[src/rtl/alu_issue.sv]
// Operand-issue stage for the 16-bit ALU. It resolves EX/WB forwarding, selects the B operand,
// and feeds registered op/a/b through a two-entry skid buffer (output register plus skid register).
module alu_issue #(
    parameter int DATA_W = 16,
    parameter int REG_AW = 3,
    parameter int OP_W   = 3
) (
    input  logic              clk,
    input  logic              rst_n,
    input  logic              flush,
    input  logic              in_valid,
    output logic              in_ready,
    input  logic [OP_W-1:0]   in_op,
    input  logic [REG_AW-1:0] in_rs,
    input  logic [REG_AW-1:0] in_rt,
    input  logic [DATA_W-1:0] in_rs_val,
    input  logic [DATA_W-1:0] in_rt_val,
    input  logic [DATA_W-1:0] in_imm,
    input  logic              in_use_imm,
    input  logic [REG_AW-1:0] in_rd,
    input  logic              ex_fwd_en,
    input  logic [REG_AW-1:0] ex_fwd_rd,
    input  logic [DATA_W-1:0] ex_fwd_val,
    input  logic              wb_fwd_en,
    input  logic [REG_AW-1:0] wb_fwd_rd,
    input  logic [DATA_W-1:0] wb_fwd_val,
    output logic              out_valid,
    input  logic              out_ready,
    output logic [OP_W-1:0]   op,
    output logic [DATA_W-1:0] a,
    output logic [DATA_W-1:0] b,
    output logic [REG_AW-1:0] out_rd
);

    // Source indices are kept with each entry so that a stalled entry can be re-forwarded.
    typedef struct packed {
        logic [OP_W-1:0]   op;
        logic [REG_AW-1:0] rs;
        logic [REG_AW-1:0] rt;
        logic [REG_AW-1:0] rd;
        logic              use_imm;
        logic [DATA_W-1:0] a;
        logic [DATA_W-1:0] b;
    } entry_t;

    entry_t out_ent, skid_ent;
    entry_t new_ent, out_fwd, skid_fwd;
    logic   skid_valid;
    logic   accept, advance;

    // A nonzero index excludes rd==0, so forwards to r0 are never taken.
    function automatic logic [DATA_W-1:0] resolve(
        input logic [REG_AW-1:0] idx,
        input logic [DATA_W-1:0] val,
        input logic              ex_en,
        input logic [REG_AW-1:0] ex_rd,
        input logic [DATA_W-1:0] ex_val,
        input logic              wb_en,
        input logic [REG_AW-1:0] wb_rd,
        input logic [DATA_W-1:0] wb_val
    );
        if (idx == '0)                   return '0;
        else if (ex_en && ex_rd == idx)  return ex_val;
        else if (wb_en && wb_rd == idx)  return wb_val;
        else                             return val;
    endfunction

    function automatic entry_t refresh(
        input entry_t            e,
        input logic              ex_en,
        input logic [REG_AW-1:0] ex_rd,
        input logic [DATA_W-1:0] ex_val,
        input logic              wb_en,
        input logic [REG_AW-1:0] wb_rd,
        input logic [DATA_W-1:0] wb_val
    );
        entry_t r;
        r   = e;
        r.a = resolve(e.rs, e.a, ex_en, ex_rd, ex_val, wb_en, wb_rd, wb_val);
        if (!e.use_imm)
            r.b = resolve(e.rt, e.b, ex_en, ex_rd, ex_val, wb_en, wb_rd, wb_val);
        return r;
    endfunction

    always_comb begin
        new_ent         = '0;
        new_ent.op      = in_op;
        new_ent.rs      = in_rs;
        new_ent.rt      = in_rt;
        new_ent.rd      = in_rd;
        new_ent.use_imm = in_use_imm;
        new_ent.a       = resolve(in_rs, in_rs_val, ex_fwd_en, ex_fwd_rd, ex_fwd_val,
                                  wb_fwd_en, wb_fwd_rd, wb_fwd_val);
        new_ent.b       = in_use_imm ? in_imm
                        : resolve(in_rt, in_rt_val, ex_fwd_en, ex_fwd_rd, ex_fwd_val,
                                  wb_fwd_en, wb_fwd_rd, wb_fwd_val);
        out_fwd  = refresh(out_ent, ex_fwd_en, ex_fwd_rd, ex_fwd_val,
                           wb_fwd_en, wb_fwd_rd, wb_fwd_val);
        skid_fwd = refresh(skid_ent, ex_fwd_en, ex_fwd_rd, ex_fwd_val,
                           wb_fwd_en, wb_fwd_rd, wb_fwd_val);
    end

    assign in_ready = !skid_valid;
    assign accept   = in_valid && in_ready;
    assign advance  = !out_valid || out_ready;

    // An accept is only possible with the skid empty, so the skid never holds more than one entry.
    always_ff @(posedge clk or negedge rst_n) begin
        if (!rst_n) begin
            out_ent    <= '0;
            skid_ent   <= '0;
            out_valid  <= 1'b0;
            skid_valid <= 1'b0;
        end else if (flush) begin
            out_valid  <= 1'b0;
            skid_valid <= 1'b0;
        end else if (advance) begin
            if (skid_valid) begin
                out_ent    <= skid_fwd;
                out_valid  <= 1'b1;
                skid_valid <= 1'b0;
            end else if (accept) begin
                out_ent   <= new_ent;
                out_valid <= 1'b1;
            end else begin
                out_ent   <= out_fwd;
                out_valid <= 1'b0;
            end
        end else begin
            out_ent <= out_fwd;
            if (accept) begin
                skid_ent   <= new_ent;
                skid_valid <= 1'b1;
            end else begin
                skid_ent <= skid_fwd;
            end
        end
    end

    assign op     = out_ent.op;
    assign a      = out_ent.a;
    assign b      = out_ent.b;
    assign out_rd = out_ent.rd;

endmodule

[config.mk]
export PLATFORM = sky130hd
export DESIGN_NAME = alu_issue
export DESIGN_NICKNAME = d
export VERILOG_FILES = /design/src/rtl/alu_issue.sv
export SDC_FILE = /design/constraint.sdc
export NUM_CORES = 1
export LEC_CHECK = 0
export ABC_AREA = 1
export BUFFER_PORTS_ARGS = -buffer_cell sky130_fd_sc_hd__buf_2
export CORE_ASPECT_RATIO = 1.25
export CORE_MARGIN = 2
export CORE_UTILIZATION = 59
export CTS_CLUSTER_SIZE = 20
export DETAILED_ROUTE_END_ITERATION = 10
export GPL_TIMING_DRIVEN = 1
export MAX_ROUTING_LAYER = met4
export PLACE_DENSITY = 0.83
export REMOVE_ABC_BUFFERS = 1
export SLEW_MARGIN = 20
export SYNTH_ARGS = -nofsm -noshare
export SYNTH_HDL_FRONTEND = slang
export SYNTH_SLANG_ARGS = --single-unit
[constraint.sdc]
create_clock -name clk -period 2.2 [get_ports clk]
set_clock_uncertainty 0.15 [all_clocks]
set_input_delay 0.44 -clock clk [delete_from_list [all_inputs] [get_ports clk]]
set_output_delay 0.44 -clock clk [all_outputs]
set_load 0.02 [all_outputs]
; Word-level counts from Yosys, hierarchy flattened
; Cells that the tools add are included.
[op_classes]
eq_ne = 12
reduce_logical = 28
mux = 32
bitwise = 2
[ops]
columns = operator, count
row1 = 16-bit two-way mux, 21
row2 = 45-bit two-way mux, 2
row3 = 32-bit two-way mux, 2
row4 = 3-bit == test, 12
row5 = 3-bit logical NOT, 6
row6 = 1-bit logical AND, 13
row7 = 1-bit two-way mux, 7
row8 = 3-bit AND reduction, 2
row9 = 2-bit nonzero test, 2
row10 = 3-bit nonzero test, 1
row11 = 1-bit logical NOT, 2
row12 = 1-bit NOT, 2
row13 = 2-bit AND reduction, 1
row14 = 1-bit logical OR, 1
[word_totals]
out_inout_bits = 40
wordCells = 90
reg_bits = 92

; Longest topological paths before layout
; Gate-level depths: netlist of run 1.
[depth]
ltp_word = 9
depth_mapped = 15
mapped_depth_nobuf = 13

; Least setup slack after synthesis of run 1
; OpenSTA, ideal clock, no wires.
[synth_path]
path_type = input port to flip-flop
from = in wb_fwd_rd[2]
to = reg out_ent, in the netlist a[11]
n_path_buf = 2
cell_stages = 10
slack_ns = 0.319
setup_time_ns = 0.122
t_arrival_ns = 1.609
t_required_ns = 1.928
cell_sequence = buf_6 > inv_2 > nand2_1 > a21oi_2 > nand2_2 > buf_2 > nand2_1 > nand3_1 > a21oi_1 > a21oi_2
[synth_between]
elab_chain_cells = 8
word_cells_on_any_way = 18
[synth_rtl]
columns = item, line_no
row1 = from (decl), 25  ; input logic [REG_AW-1:0] wb_fwd_rd,
row2 = 3-bit == test, 64  ; else if (wb_en && wb_rd == idx) return wb_val;
row3 = 1-bit logical AND, 64
row4 = 16-bit two-way mux, 64
row5 = 16-bit two-way mux, 63  ; else if (ex_en && ex_rd == idx) return ex_val;
row6 = 16-bit two-way mux, 62  ; if (idx == '0) return '0;
row7 = 45-bit two-way mux, 122  ; end else if (accept) begin
row8 = 45-bit two-way mux, 118  ; if (skid_valid) begin
row9 = 32-bit two-way mux *, 117  ; end else if (advance) begin
row10 = to (signal assigned), 119  ; out_ent <= skid_fwd;
row11 = to (signal assigned), 123  ; out_ent <= new_ent;
row12 = to (signal assigned), 126  ; out_ent <= out_fwd;
row13 = to (decl), 46  ; entry_t out_ent, skid_ent;
; Every way passes the cells marked *; elsewhere a longest branch is shown, timed or not. The select of a mux whose other input is x is not followed.
; A chain may end at the register's enable or synchronous reset.

; Worst setup path after layout of run 1
[layout_path]
from = reg skid_valid
to = out in_ready
[layout_between]
elab_chain_cells = 1
[layout_rtl]
columns = item, line_no
row1 = from (decl), 48  ; logic skid_valid;
row2 = from (signal assigned), 113  ; skid_valid <= 1'b0;
row3 = from (signal assigned), 116  ; skid_valid <= 1'b0;
row4 = from (signal assigned), 121  ; skid_valid <= 1'b0;
row5 = 1-bit logical NOT, 103  ; assign in_ready = !skid_valid;
row6 = to (decl), 12  ; output logic in_ready,
; No other way between the ends.

==> results of run 1 <==
-- cells in the final DEF, fill, tap and decap left out, types with 10 or more instances in the layout --
cell type	Yosys	final
o21ai_0	45	45
o21ai_1	23	23
o21a_1	20	20
nor2_4	9	10
nand2_2	16	16
nand3_1	332	332
nand3b_1	10	10
nand4_1	10	10
a21oi_1	48	48
buf_12	0	16
nand2_1	399	399
a21oi_2	11	11
a31oi_1	10	10
inv_1	112	111
buf_2	22	144
inv_2	11	12
dfrtp_1	92	91
nand3_2	10	10
buf_4	49	49
nor2_1	68	68
-- worst max path at each step --
stage | endpoint | slack [ns]
2_1_floorplan | skid_ent[32] | -0.89
3_5_place_dp | skid_ent[8] | -0.06
4_1_cts | in_ready | 0.01
5_1_grt | skid_ent[9] | 0.001
6_report | in_ready | 0.12
3_3_place_gp | skid_ent[8] | -0.03
-- routing by layer --
layer | global-route usage (%) | wire length [um] | vias up
li1 | - | - | 4831
met2 | 65.58 | 14670 | 710
met1 | 50.61 | 11830 | 4834
met3 | 5.589 | 3274 | 207
met5 | - | 0 | -
met4 | 28.31 | 2595 | 0
-- layout make-up --
| type | instances | area, um2 |
|---|---|---|
| clock buffer | 11 | 242.7 |
| timing repair buffer | 211 | 1430 |
| clock inverter | 5 | 60.06 |
| fill | 1402 | 4730 |
| tap | 182 | 227.7 |
| inverter | 126 | 475.5 |
| sequential | 92 | 2303 |
| multi-input combinational | 1074 | 5358 |
-- cell families after synthesis --
| group | share of synthesized area (%) |
|---|---|
| AND/OR/NAND/NOR | 46.26 |
| buffers and inverters | 13.81 |
| AO/OA/AOI/OAI | 12.69 |
| flip-flops | 25.95 |
| multiplexers | 0.8886 |
| XOR/XNOR | 0.3949 |
-- power by group through the flow --
stage	Clock, uW	Sequential, uW	Combinational, uW
after global routing	1740	2530	4080
final	1680	2480	3700
after global placement	0	2480	3540
after detailed placement	0	2490	3610
after CTS	1670	2460	3630
after floorplan	0	2620	2140
-- Yosys cell counts --
library cell / count
nand2_1: 399
a22oi_1: 6
o21a_1: 20
a21boi_0: 2
nand3b_1: 10
clkbuf_1: 33
nor2_8: 1
nor2_4: 9
a21boi_1: 4
nand2_2: 16
o21ai_0: 45
buf_4: 49
o21ai_1: 23
buf_2: 22
dfrtp_1: 92
nor3_1: 3
clkinv_1: 2
a21oi_2: 11
nand3_1: 332
o31ai_1: 1
nand4_1: 10
a31oi_1: 10
a31oi_4: 2
inv_1: 112
nor3_4: 4
inv_4: 1
nor2_2: 10
inv_2: 11
xor2_1: 4
a221oi_1: 6
buf_6: 12
o21ai_2: 1
o22ai_1: 2
a21oi_1: 48
a21boi_2: 2
clkbuf_2: 1
nand2_4: 6
nor3_2: 2
nand3_2: 10
mux2_2: 7
nor2_1: 68
buf_1: 2
-- worst register-to-register path: cells and delay by family, from the launching register on --
| family | cells | cell delay, ns |
|---|---|---|
| buf+inv | 2 | 0.17 |
| compound gates | 3 | 0.48 |
| flops | 1 | 0.46 |
| simple gates | 6 | 0.66 |
-- flip-flops by register name, summed over array words and instances (netlist names) --
name and count:
a 16, op 3, out_valid 1, skid_ent 45, b 16, out_rd 3, skid_valid 1, out_ent 7
-- through the flow --
step	power [uW]	area [um2]
detailed placement	6104	9763
CTS	7762	10080
floorplan	4762	8122
global route	8346	10100
finish	7856	10100
global placement	6025	9763
-- repair_timing --
action	4_1_cts	5_1_grt
hold buffers	1	0
setup endpoints to repair	0	13
setup buffers	0	1
hold endpoints to repair	21	0
resized for setup	0	4
==> results.yml, run 1 <==
die:
  die_h_um: 141.1
  rows: 50
  die_area_mm2: 0.01604
  start_util_pct: 59.83
  ios: 146
  die_x_um: 113.7
  core_area_mm2: 0.01483
routing:
  drtIter0Drc: 1258
  viasPerCell: 6.221
  drt_first_pass_iters: 8
  vias: 10580
  antenna_left: 0
  drc: 0
  routed_wl_um: 32370
  wl_per_cell_um: 19.03
power:
  p_sw_share_pct: 44.01
  p_per_area_mw_per_mm2: 778.1
  power_frac_clock_pct: 21.4
  switchingPower_uw: 3457
  pwr-share-seq_pct: 31.6
  cellLeakagePower_uw: 0.005397
  peakVddDrop_mv: 0.4208
  intPower_uw: 4399
  comb_power_share_pct: 47.1
timing:
  slew_headroom_pct: 66.35
  drv_slew: 0
  grt_setup_unrepaired: "no"
  layout_setup_ws_ns: 0.1192
  hold_viol: 0
  tns_ns: 0
  finalSetupViolCount: 0
  tightest_slew_ns: 0.5047
  fin_crit_sh_pct: 94.58
  min_period_ns: 2.081
  hold-worst-slack_ns: 0.1934
  clock.fmax_ghz: 0.4806
clocking:
  clkTransAtPathRegs_ns: 0.07
  clockRootBuffer: "clkbuf_16"
  ctsHtreeMaxLevel: 3
  cts_inserted_buffers: 9
  clk_latency_ns: 0.36
  clock_tree.buffer_depth: 2
  cts_tree: "built"
  cts.sinks: 92
critical_path:
  path_depth: 3
  cp-end-kind: "output port"
  reg2reg_depth: 11
  r2r_start: "skid_ent[37]"
  rrSetupSlack_ns: 0.17
  reg2reg_to: "skid_ent[8]"
  worstPathArrival_ns: 1.49
  crit_path_cell_trace: "buf_6 > inv_1 > buf_2"
  critPathBufInv: 3
  crit_start: "skid_valid"
  crit_slowest_cell: "dfrtp_1"
  path_max_fanout: 46
  start_kind: "register"
  critPathMaxStageDelay_ns: 0.42
  required_ns: 1.61
  path_delay_family: "buffers and inverters"
  path_class: "register to output port"
global_route:
  grt_max_degree: 51
  grt_pass1_wl_um: 51340
  antenna_found_initial: 0
  grt_usage_pct: 42.04
  grt_overflow_total: 0
  grt_pass1_vias: 9924
synthesis:
  synth_top_area_share_pct: 25.95
  ys_ff_latch: 92
  yosys.area.top_type: "dfrtp_1"
  synth_seq_area_share_pct: 25.95
  ys_top_cells_by_area: "dfrtp_1, nand3_1, nand2_1"
  synth_cell_types: 42
  syn_area_mm2: 0.008871
  yosysWarnings: 0
  syn_area_per_cell_um2: 6.287
  synthCells: 1411
worst_hold_path:
  min_delay_worst_endpoint: "skid_ent[43]"
  hp-start: "in_op[1]"
  hold_class: "input port to register"
  min_path_cells: 3
placement:
  pre_cts_ws_ns: -0.06317
  dp_hpwl_um: 22740
  dpl.cell_count: 1683
  portBuffers: 145
  finalWeightedCongestion: 0.9858
finish:
  nets: 1620
  drive_above_1_share_pct: 21.07
  fin_cells: 1701
  area_growth_pct: 13.82
  final_core_util_pct: 68.10
  diodes: 0
run_status:
  outcome: "finished clean"
flow_run:
  max-cap-violations: 0
(Power assumes the default switching activity.)
==> inputs of run 2 (changes only) <==
==> constraint.sdc (replaced) <==
create_clock -name clk -period 2.2 [get_ports clk]
set_clock_uncertainty 0.15 [all_clocks]
set_input_delay 0 -clock clk [delete_from_list [all_inputs] [get_ports clk]]
set_output_delay 0 -clock clk [all_outputs]
set_load 0.02 [all_outputs]
==> results.yml, run 2 (synthesis gave the netlist of run 1 again) <==
run_status:
  outcome: "complete, but fails checks"
  violations: "hold timing"
power:
  peakVddDrop_mv: 0.4775
  p_per_area_mw_per_mm2: 754.3
  cellLeakagePower_uw: 0.005524
finish:
  area_growth_pct: 17.57
  largest_register_ffs: 45
  diodes: 0
  largest-register: "skid_ent"
  nets: 1665
  final_cell_mix: "nand2_1, nand3_1, buf_2, inv_1, dfrtp_1"
  layout_commonest_cell: "nand2_1"
  drive_above_1_share_pct: 19.25
critical_path:
  r2r_start: "skid_valid"
  critPathBufInv: 4
  crit_top_cell: "inv_1"
  crit_start: "skid_valid"
  cp-end-kind: "register"
  start_kind: "register"
  critPathMaxStageDelay_ns: 0.44
  path_delay_family: "buffers and inverters"
  rrSetupSlack_ns: 0.12
  worstPathArrival_ns: 2.17
  crit_slowest_cell: "dfrtp_1"
  path_class: "register to register"
  required_ns: 2.29
  crit_path_cell_trace: "nor2_1 > nor2_1 > inv_1 > o31ai_1 > inv_1 > buf_4 > o21ai_0 > inv_1 > a21oi_1 > a21oi_1"
  path_max_fanout: 16
clocking:
  clockRootBuffer: "clkbuf_16"
  ctsHtreeMaxLevel: 3
  ctsResizeCount: 0
  cts.sinks: 92
  clk_latency_ns: 0.36
  clkTransAtPathRegs_ns: 0.07
  clock_tree.buffer_depth: 2
  cts_inserted_buffers: 9
  cts_tree: "built"
global_route:
  grt_pass1_wl_um: 52350
  grt_overflow_total: 0
  grt_pass1_vias: 10370
  antenna_found_initial: 0
  grt_max_degree: 51
  grt_usage_pct: 42.81
timing:
  finalSetupViolCount: 0
  tightest_slew_ns: 0.8766
  tns_ns: 0
  layout_setup_ws_ns: 0.1198
  min_period_ns: 2.080
  hold_viol: 1
  slew_headroom_pct: 41.37
  hold-worst-slack_ns: -0.01374
  clock.fmax_ghz: 0.4807
  drv_slew: 0
  grt_setup_unrepaired: "no"
  fin_crit_sh_pct: 94.56
die:
  start_util_pct: 59.83
  rows: 50
  die_x_um: 113.7
  core_area_mm2: 0.01483
  die_h_um: 141.1
  die_area_mm2: 0.01604
  ios: 146
routing:
  antenna_left: 0
  vias: 10940
  drtIter0Drc: 1350
  routed_wl_um: 33240
  wl_per_cell_um: 19.03
  drc: 0
  viasPerCell: 6.266
  drt_first_pass_iters: 5
worst_hold_path:
  hp-start: "in_rs_val[3]"
  hold_class: "input port to register"
flow_run:
  max-cap-violations: 0
placement:
  portBuffers: 145
  finalWeightedCongestion: 1.023
  pre_cts_ws_ns: 0.1869
  dp_hpwl_um: 21930
-- run 2: changes by cell type in the layout (fill, tap and decap cells not counted), sizes merged --
cell	delta
buf	-18
inv	-1
bufinv	+1
clkinv	+2
clkbuf	-2
dlygate4sd3	+63
-- run 2: routing by layer --
layer  vias up  global-route usage [%]  share of wire, %
li1       4918                       -                 -
met3       220                   6.277                11
met1      4949                   51.05                36
met5         -                       -                 0
met2       853                   65.11                45
met4         0                   32.54               8.6
-- run 2: worst register-to-register path: cells and delay by family (launching register included) --
kind,cells,cell delay (ns)
simple gates,2,0.34
compound gates,4,0.51
buf+inv,4,0.52
flops,1,0.44
-- run 2: through the flow --
stage / hold slack [ns] / instances / area [um2] / util (%) / power, uW
6_report: -0.01374 / 1746 / 10430 / 70.35 / 7867
5_1_grt: 0.02732 / 1746 / 10430 / 70.35 / 8360
4_1_cts: 0.0003959 / 1746 / 10430 / 70.35 / 7768
3_5_place_dp: -0.2480 / 1666 / 9473 / 63.89 / 5958
3_3_place_gp: -0.2446 / 1666 / 9473 / 63.89 / 5871
2_1_floorplan: -0.4456 / 1292 / 8122 / - / 4762
-- run 2: final timing paths --
path	cells past startpoint	end
worst max-delay path	10	a[5]
worst min-delay path	7	skid_ent[19]
worst max register to register	10	a[5]
worst min register to register	2	skid_ent[34]
max in group asynchronous	3	skid_ent[38]
min in group asynchronous	3	skid_ent[16]
-- run 2: layout make-up --
type,instances,area (um2)
multi-input cells,1074,5349
fillers,1287,4397
flip-flops and latches,92,2302
repair buffers,256,1759
inverters,126,475.5
well taps,182,227.7
clock buffers,9,225.2
clock inverters,7,91.34
-- run 2: what timing repair did --
item | in CTS | in global routing
setup buffers | 0 | 0
hold buffers | 64 | 0
hold endpoints to repair | 166 | 0
-- run 2: power breakdown --
group	internal (uW)	switching [uW]
Combinational	1340	2310
Clock	993	740
Sequential	2110	380
==> inputs of run 3 (changes only) <==
CELL_PAD_IN_SITES_DETAIL_PLACEMENT = 1   (was not set)
CELL_PAD_IN_SITES_GLOBAL_PLACEMENT = 1   (was not set)
CORE_UTILIZATION = 41   (was 59)
PLACE_DENSITY = not set   (was 0.83)
PLACE_DENSITY_LB_ADDON = 0.1   (was not set)
==> results.yml, run 3 (synthesis gave the netlist of run 1 again) <==
routing:
  drt_first_pass_iters: 5
  vias: 10780
  drtIter0Drc: 945
  drc: 0
  wl_per_cell_um: 21.57
  viasPerCell: 5.837
  antenna_left: 0
  routed_wl_um: 39820
placement:
  dp_hpwl_um: 27410
  finalWeightedCongestion: 0.9299
  pre_cts_ws_ns: 0.1403
  portBuffers: 145
worst_hold_path:
  hold_class: "input port to asynchronous set/reset pin"
power:
  cellLeakagePower_uw: 0.005556
  peakVddDrop_mv: 0.4279
  p_per_area_mw_per_mm2: 771.8
timing:
  finalSetupViolCount: 0
  fin_crit_sh_pct: 95.71
  tns_ns: 0
  hold-worst-slack_ns: -0.004867
  grt_setup_unrepaired: "no"
  min_period_ns: 2.106
  hold_viol: 1
  drv_slew: 0
  layout_setup_ws_ns: 0.09434
  slew_headroom_pct: 40.59
  tightest_slew_ns: 0.8863
  clock.fmax_ghz: 0.4749
global_route:
  grt_usage_pct: 36.26
  grt_max_degree: 38
  antenna_found_initial: 0
  grt_pass1_vias: 10950
  grt_overflow_total: 0
  grt_pass1_wl_um: 61730
flow_run:
  max-cap-violations: 0
die:
  die_h_um: 168.5
  core_area_mm2: 0.02140
  start_util_pct: 41.46
  die_area_mm2: 0.02284
  ios: 146
  rows: 60
  die_x_um: 135.6
clocking:
  clockRootBuffer: "clkbuf_16"
  cts_tree: "built"
  clock_tree.buffer_depth: 2
  clk_latency_ns: 0.36
  ctsHtreeMaxLevel: 3
  cts.sinks: 92
  clkTransAtPathRegs_ns: 0.07
  cts_inserted_buffers: 9
critical_path:
  worstPathArrival_ns: 2.24
  path_max_fanout: 13
  crit_start: "skid_ent[41]"
  r2r_start: "skid_ent[41]"
  required_ns: 2.33
  start_kind: "register"
  path_class: "register to register"
  cp-end-kind: "register"
finish:
  largest-register: "skid_ent"
  diodes: 0
  final_cell_mix: "nand2_1, nand3_1, buf_2, inv_1, dfrtp_1"
  area_growth_pct: 19.45
  drive_above_1_share_pct: 19.91
  largest_register_ffs: 45
  layout_commonest_cell: "nand2_1"
  nets: 1669
run_status:
  outcome: "complete, but fails checks"
  violations: "hold timing"
run 3: through the flow:
| stage | power (uW) | area, um2 | std cells | hold WS, ns | utilization (%) |
|---|---|---|---|---|---|
| CTS | 8132 | 10570 | 1843 | 0.001126 | 49.38 |
| global placement | 6042 | 9683 | 1773 | -0.1409 | 45.26 |
| global route | 8685 | 10600 | 1846 | 0.03981 | 49.53 |
| floorplan | 4762 | 8122 | 1292 | -0.4456 | - |
| finish | 8178 | 10600 | 1846 | -0.004867 | 49.53 |
| detailed placement | 6173 | 9683 | 1773 | -0.1393 | 45.26 |
run 3: worst max-delay path, stage by stage, from the launching register on:
cell and delay [ns]:
dfrtp_1 0.44, xor2_1 0.19, nor2_2 0.29, buf_4 0.29, nand3_1 0.10, nand3_1 0.09, nand2_1 0.09, nand2_1 0.09
nand3_1 0.13, a21oi_1 0.16
run 3: worst paths after layout:
kind	to	slack (ns)	cells past startpoint
max	a[9]	0.09	9
min	skid_ent[27]	-0.005	2
max reg2reg	a[9]	0.09	9
min reg2reg	skid_ent[17]	0.34	1
max in group asynchronous	a[7]	1.21	3
min in group clk	skid_ent[27]	0	6
run 3: routing by layer:
layer,GRT usage [%],part of all wire (%)
met1,44.43,42
met2,57.71,47
met3,5.061,5.4
met4,19.43,5.7
met5,-,0
run 3: power breakdown:
group	internal [uW]	total, uW	switching, uW
clock network	1110	1870	757
registers	2110	2490	388
logic	1360	3820	2460
run 3: final cells by class:
| cell class | count | area [um2] |
|---|---|---|
| timing repair buffer | 260 | 1779 |
| inverter | 126 | 475.5 |
| multi-input combinational | 1074 | 5358 |
| clock inverter | 4 | 98.84 |
| clock buffer | 11 | 232.7 |
| sequential | 92 | 2303 |
| tap | 279 | 349.1 |
| fill | 2942 | 10800 |
run 3: timing repair:
item,4_1_cts,5_1_grt
hold buffers,55,0
setup endpoints to repair,0,8
buffers inserted,0,3
resized for setup,0,2
endpoints found under the hold margin,159,0
